### config.mk
export PLATFORM = sky130hd
export DESIGN_NAME = ordenador_8_numeros_8bits
export DESIGN_NICKNAME = d
export VERILOG_FILES = /design/src/rtl/ordenador_pkg.sv /design/src/rtl/ordenador_cmp_swap.sv /design/src/rtl/ordenador_8_numeros_8bits.sv
export SDC_FILE = /design/constraint.sdc
export NUM_CORES = 1
export LEC_CHECK = 0
export BUFFER_PORTS_ARGS = -buffer_cell sky130_fd_sc_hd__buf_4
export CAP_MARGIN = 30
export CORE_UTILIZATION = 65
export DETAILED_ROUTE_END_ITERATION = 8
export PLACE_DENSITY = 0.92
export SYNTH_ARGS = -nofsm -noshare
export SYNTH_HDL_FRONTEND = slang
export SYNTH_SLANG_ARGS = --single-unit
export TNS_END_PERCENT = 10
### constraint.sdc
create_clock -name clk -period 5.2 [get_ports clk]
set_input_delay 0.78 -clock clk [delete_from_list [all_inputs] [get_ports clk]]
set_output_delay 0.78 -clock clk [all_outputs]
set_load 0.01 [all_outputs]
### src/rtl/ordenador_pkg.sv
// Shared types and the Batcher odd-even merge network description for the
// 8-operand sorter.
package ordenador_pkg;

  localparam int unsigned WIDTH = 9;
  localparam int unsigned N     = 8;
  localparam int unsigned NCMP  = 19;

  typedef logic [WIDTH-1:0] num_t;
  typedef num_t num_arr_t [N];

  typedef struct packed {
    logic [2:0] level;
    logic [2:0] i;
    logic [2:0] j;
  } cmp_pair_t;

  // Listed in evaluation order; each cell puts min at i and max at j (i < j).
  localparam cmp_pair_t CMP_TABLE [NCMP] = '{
    '{3'd1, 3'd0, 3'd1}, '{3'd1, 3'd2, 3'd3}, '{3'd1, 3'd4, 3'd5}, '{3'd1, 3'd6, 3'd7},
    '{3'd2, 3'd0, 3'd2}, '{3'd2, 3'd1, 3'd3}, '{3'd2, 3'd4, 3'd6}, '{3'd2, 3'd5, 3'd7},
    '{3'd3, 3'd1, 3'd2}, '{3'd3, 3'd5, 3'd6},
    '{3'd4, 3'd0, 3'd4}, '{3'd4, 3'd1, 3'd5}, '{3'd4, 3'd2, 3'd6}, '{3'd4, 3'd3, 3'd7},
    '{3'd5, 3'd2, 3'd4}, '{3'd5, 3'd3, 3'd5},
    '{3'd6, 3'd1, 3'd2}, '{3'd6, 3'd3, 3'd4}, '{3'd6, 3'd5, 3'd6}
  };

endpackage

### src/rtl/ordenador_cmp_swap.sv
// Combinational compare-exchange cell: unsigned min/max of two operands.
module cmp_swap
  import ordenador_pkg::*;
(
  input  num_t a,
  input  num_t b,
  output num_t lo,
  output num_t hi
);

  logic b_lt_a;

  assign b_lt_a = (b < a);
  assign lo     = b_lt_a ? b : a;
  assign hi     = b_lt_a ? a : b;

endmodule

### src/rtl/ordenador_8_numeros_8bits.sv
// Eight-operand sorter: ascending Batcher network, direction reversal mux and
// a registered output bank with enable and asynchronous reset.
module ordenador_8_numeros_8bits
  import ordenador_pkg::*;
(
  input  logic             clk,
  input  logic             rst,
  input  logic             ena,
  input  logic             cresc_ou_decres,
  input  logic [WIDTH-1:0] n1_n,
  input  logic [WIDTH-1:0] n2_n,
  input  logic [WIDTH-1:0] n3_n,
  input  logic [WIDTH-1:0] n4_n,
  input  logic [WIDTH-1:0] n5_n,
  input  logic [WIDTH-1:0] n6_n,
  input  logic [WIDTH-1:0] n7_n,
  input  logic [WIDTH-1:0] n8_n,
  output logic [WIDTH-1:0] n1,
  output logic [WIDTH-1:0] n2,
  output logic [WIDTH-1:0] n3,
  output logic [WIDTH-1:0] n4,
  output logic [WIDTH-1:0] n5,
  output logic [WIDTH-1:0] n6,
  output logic [WIDTH-1:0] n7,
  output logic [WIDTH-1:0] n8
);

  num_t     st [NCMP+1][N];
  num_t     lo_w [NCMP];
  num_t     hi_w [NCMP];
  num_arr_t res_d;
  num_arr_t res_q;

  assign st[0][0] = n1_n;
  assign st[0][1] = n2_n;
  assign st[0][2] = n3_n;
  assign st[0][3] = n4_n;
  assign st[0][4] = n5_n;
  assign st[0][5] = n6_n;
  assign st[0][6] = n7_n;
  assign st[0][7] = n8_n;

  // One stage per cell: cell k rewrites its two lanes, all others pass through.
  for (genvar k = 0; k < NCMP; k++) begin : g_cmp
    cmp_swap u_cs (
      .a  (st[k][CMP_TABLE[k].i]),
      .b  (st[k][CMP_TABLE[k].j]),
      .lo (lo_w[k]),
      .hi (hi_w[k])
    );
    for (genvar m = 0; m < N; m++) begin : g_lane
      if (m == int'(CMP_TABLE[k].i)) begin : g_lo
        assign st[k+1][m] = lo_w[k];
      end else if (m == int'(CMP_TABLE[k].j)) begin : g_hi
        assign st[k+1][m] = hi_w[k];
      end else begin : g_pass
        assign st[k+1][m] = st[k][m];
      end
    end
  end

  always_comb begin
    res_d = res_q;
    for (int unsigned m = 0; m < N; m++) begin
      res_d[m] = cresc_ou_decres ? st[NCMP][N-1-m] : st[NCMP][m];
    end
  end

  always_ff @(posedge clk or posedge rst) begin
    if (rst) begin
      res_q <= '{default: '0};
    end else if (ena) begin
      res_q <= res_d;
    end
  end

  assign n1 = res_q[0];
  assign n2 = res_q[1];
  assign n3 = res_q[2];
  assign n4 = res_q[3];
  assign n5 = res_q[4];
  assign n6 = res_q[5];
  assign n7 = res_q[6];
  assign n8 = res_q[7];

endmodule

==> reports/qor.yml, run 1 <==
status:
  status: "aborted with a tool error"
  haltStage: "detailed placement"
  firstError: "[ERROR DPL-0038] Utilization greater than 100%, impossible to legalize"
yosys:
  ys_warn_count: 0
  synth_seq_cells: 72
  synthDistinctLibCells: 88
  ys.flop_type: "dfrtp_1"
  synth_edf_count: 0
  async_reset_ff_share_pct: 100
  syn_inst: 1400
  syn-num-nets: 1615
  avgSynthCellArea_um2: 8.04
  synth.yosys.seq_area_share_pct: 16.0
  netlist_area_um2: 11300
floorplanning:
  start_util_pct: 67.2
  io_pins: 148
  fp.dieW_um: 134
  fp.dieH_um: 134
  row_count: 47
place:
  gp_congestion: 1.09
  port-buffer-count: 147
-- Yosys cell counts (6+ instances only) --
library cell / number / share of area (%)
a31oi_1: 6 / 0.33
clkbuf_1: 39 / 1.3
ha_1: 139 / 15
o21ai_0: 55 / 2.4
nand2_1: 57 / 1.9
nand2b_1: 44 / 2.4
nand4_1: 20 / 1.1
a21o_1: 21 / 1.4
o21ai_1: 9 / 0.40
mux2i_1: 220 / 20
inv_1: 154 / 5.1
o221ai_1: 32 / 2.5
a21oi_2: 6 / 0.47
o21a_1: 21 / 1.4
dfrtp_1: 72 / 16
buf_1: 7 / 0.23
mux2_2: 28 / 2.8
o22ai_1: 10 / 0.56
and2_1: 8 / 0.44
o211ai_1: 14 / 0.93
buf_2: 7 / 0.31
nor2_1: 127 / 4.2
nand3_1: 10 / 0.44
buf_6: 7 / 0.70
a21oi_1: 164 / 7.3
nor2b_1: 19 / 1.1
-- kinds of logic after synthesis --
family / count (synthesis) / synth area share, %
compound gates: 403 / 23.8
buf+inv: 220 / 8.05
mux: 256 / 23.4
simple gates: 309 / 13.2
fa+ha+maj: 140 / 15.5
flops: 72 / 16.0
-- metrics by stage --
stage          instance area [µm²]  TNS (ps)
2_1_floorplan                11900   -337020
3_3_place_gp                 17100   -346390
==> run 2, diff against run 1 <==
--- a/config.mk
+++ b/config.mk
@@ -7,9 +7,9 @@
 export LEC_CHECK = 0
 export BUFFER_PORTS_ARGS = -buffer_cell sky130_fd_sc_hd__buf_4
 export CAP_MARGIN = 30
-export CORE_UTILIZATION = 65
+export CORE_UTILIZATION = 40
 export DETAILED_ROUTE_END_ITERATION = 8
-export PLACE_DENSITY = 0.92
+export PLACE_DENSITY_LB_ADDON = 0.15
 export SYNTH_ARGS = -nofsm -noshare
 export SYNTH_HDL_FRONTEND = slang
 export SYNTH_SLANG_ARGS = --single-unit
==> run 2 against run 1 <==
The flow now finishes, with violations (setup timing). Synthesized cell count stayed put. Synthesized area stayed put.
==> reports/qor.yml, run 2 <==
layout:
  drive_above_1_share_pct: 57.3
  nFillCells: 1841
  final_common_cell: "buf_4"
  final_cell_mix: "buf_4 (891), mux2i_1 (146), inv_1 (119), nor2_1 (114), a21oi_1 (101)"
  postLayoutCoreUtil_pct: 76.4
  num-nets-final: 2508
  area_delta_synth_final_pct: 88.1
  diodes: 0
floorplanning:
  fp.dieH_um: 170
  dieArea_um2: 28800
  row_count: 61
  fp.dieW_um: 170
  io_pins: 148
  start_util_pct: 40.6
  core_area_um2: 27700
setup_path:
  worst-setup-path-type: "primary input to flip-flop"
  ff2ff_setup_slack_ps: 4390
  reg2reg_from: "n6[2]"
  r2r_cells: 2
  timing.rr.end: "n6[2]"
  critPathMaxStageDelay_ps: 560
  critPathLaunchType: "primary input"
  slowest_stage: "or4_4"
  cp_data_arrival_time_ps: 12070
  cp.required_ps: 5440
  worstPathMaxFanout: 8
  end_kind: "flip-flop"
routing:
  vias_per_cell: 5.59
  met2_length_um: 24500
  finalWirelength_um: 53600
  drt-pass1-iter-count: 6
  drc: 0
  routed.top_layer: "met4"
  post_drt_wl_per_cell_um: 20.0
  wl_met3_um: 3660
  vias: 14955
  drtAntennaViolNets: 0
  met1_length_um: 22300
  drtIter0Drc: 1376
hold_path:
  worstHoldEndpoint: "n6[6]"
  whs_path_depth: 2
  hold_path.class: "flip-flop to flip-flop"
  hold_start: "n6[6]"
sta:
  clock.fmax_mhz: 84.6
  setup_viol: 72
  finalHoldViolCount: 0
  clock_skew_ps: 0
  fin_tns_setup_ps: -375170
  max_slew_margin_pct: 36.3
  finalCritPeriodShare_pct: 227
  period_minus_slack_ps: 11820
  tightest_slew_ps: 953
  worst_slack_ps: -6620
  drv_slew: 0
  rsz0062_at_grt: "true"
yosys:
  syn-num-nets: 1615
  synth_mux_area_share_pct: 23.4
  synth_top_area_share_pct: 19.6
  synthAdderAreaFrac_pct: 15.5
  avgSynthCellArea_um2: 8.04
  synth_compound_area_share_pct: 23.8
  ys.flop_type: "dfrtp_1"
  synth_top_cell_by_area: "mux2i_1"
  synth_edf_count: 0
  synth_seq_cells: 72
  synth_most_common_cell: "mux2i_1"
  synthTopCellsByCount: "mux2i_1 (220), a21oi_1 (164), inv_1 (154), ha_1 (139), nor2_1 (127)"
  synthDistinctLibCells: 88
  synth.yosys.seq_area_share_pct: 16.0
  synthTopCellsByArea: "mux2i_1 (20%), dfrtp_1 (16%), ha_1 (15%)"
  syn_inst: 1400
  synth_top_family_by_area: "compound AO/OA/AOI/OAI gates"
  synth_xor_area_share_pct: 0
  synthSimpleGateAreaFrac_pct: 13.2
  async_reset_ff_share_pct: 100
  netlist_area_um2: 11300
  ys_warn_count: 0
clock_tree:
  cts_tree: "built"
  h-tree-depth: 3
  ctsRootBufferMaster: "clkbuf_16"
  insertion_delay_ps: 350
  cts_made_buffers: 9
  numClockSinks: 72
  path_clk_slew_ps: 70
  ctsLongestPathBuffers: 2
  cts_hold_buf: 0
place:
  port-buffer-count: 147
  dp_hpwl_um: 36200
  gp_congestion: 1.01
  dp_slack_ps: -6860
global_routing:
  grt_antenna_before_repair: 0
  grt_pass1_wl_um: 75300
  grt_start_max_net_pins: 97
  track_usage_pct: 33.3
  grt_overflow: 0
  grt_pass1_vias: 14500
status:
  failed_checks: "setup timing"
  status: "complete, but fails checks"
flow_run:
  maxCapViolCount: 0
## run 2: cell counts after synthesis
Identical to the previous run, type by type.
## run 2: worst max-delay path by stage
| stage | startpoint | endpoint | slack (ps) | cells past startpoint |
|---|---|---|---|---|
| 5_1_grt | n7_n[8] | n5[2] | -6970 | 67 |
| 3_3_place_gp | n7_n[8] | n4[2] | -6680 | 60 |
| 6_report | n7_n[8] | n5[2] | -6620 | 65 |
| 2_1_floorplan | n3_n[8] | n5[2] | -6170 | 76 |
| 3_5_place_dp | n7_n[8] | n5[2] | -6860 | 61 |
| 4_1_cts | n7_n[7] | n4[2] | -5850 | 67 |
## run 2: metrics by stage
step           std cells  cell area [µm²]  hold slack [ps]
3_3_place_gp        2486            17700              489
2_1_floorplan       1400            11900              528
6_report            2676            21200              499
3_5_place_dp        2486            17700              482
5_1_grt             2676            21200              526
4_1_cts             2624            20200              504
## run 2: cells by family after synthesis
logic type	Yosys count
compound gates	403
buf+inv	220
fa+ha+maj	140
flops	72
mux	256
simple gates	309
## run 2: area by class of cell
class | instances | area [µm²] | area share (%)
clock buffers | 9 | 225 | 1.06
clock inverters | 7 | 85.1 | 0.402
inverters | 157 | 637 | 3.01
multi-input cells | 1110 | 10500 | 49.8
flip-flops and latches | 72 | 1800 | 8.51
well taps | 378 | 473 | 2.23
repair buffers | 943 | 7420 | 35.0
## run 2: timing repair
| item | CTS | global route |
|---|---|---|
| setup endpoints to repair | 72 | 72 |
| buffers inserted | 119 | 52 |
| pin swaps | 85 | 69 |
| resized for setup | 256 | 122 |
| cloned | 4 | 2 |
## run 2: worst max-delay path, delay by kind of cell
kind | cells | cell delay (ps)
AOI/OAI and AO/OA | 29 | 5130
and+or+nand+nor | 15 | 1860
adders and majority gates | 6 | 1570
muxes | 5 | 1430
buffers and inverters | 10 | 1270
## run 2: per-layer routing
layer | up-vias | track usage [%]
met1 | 7104 | 43.6
met4 | 0 | 13.1
met3 | 240 | 3.52
met2 | 730 | 56.0
li1 | 6881 | -
met5 | - | 0
Power of run 2 is left out: the tool's default activity adds up to more than one toggle a clock period on the data nets, which glitch-free logic cannot reach.
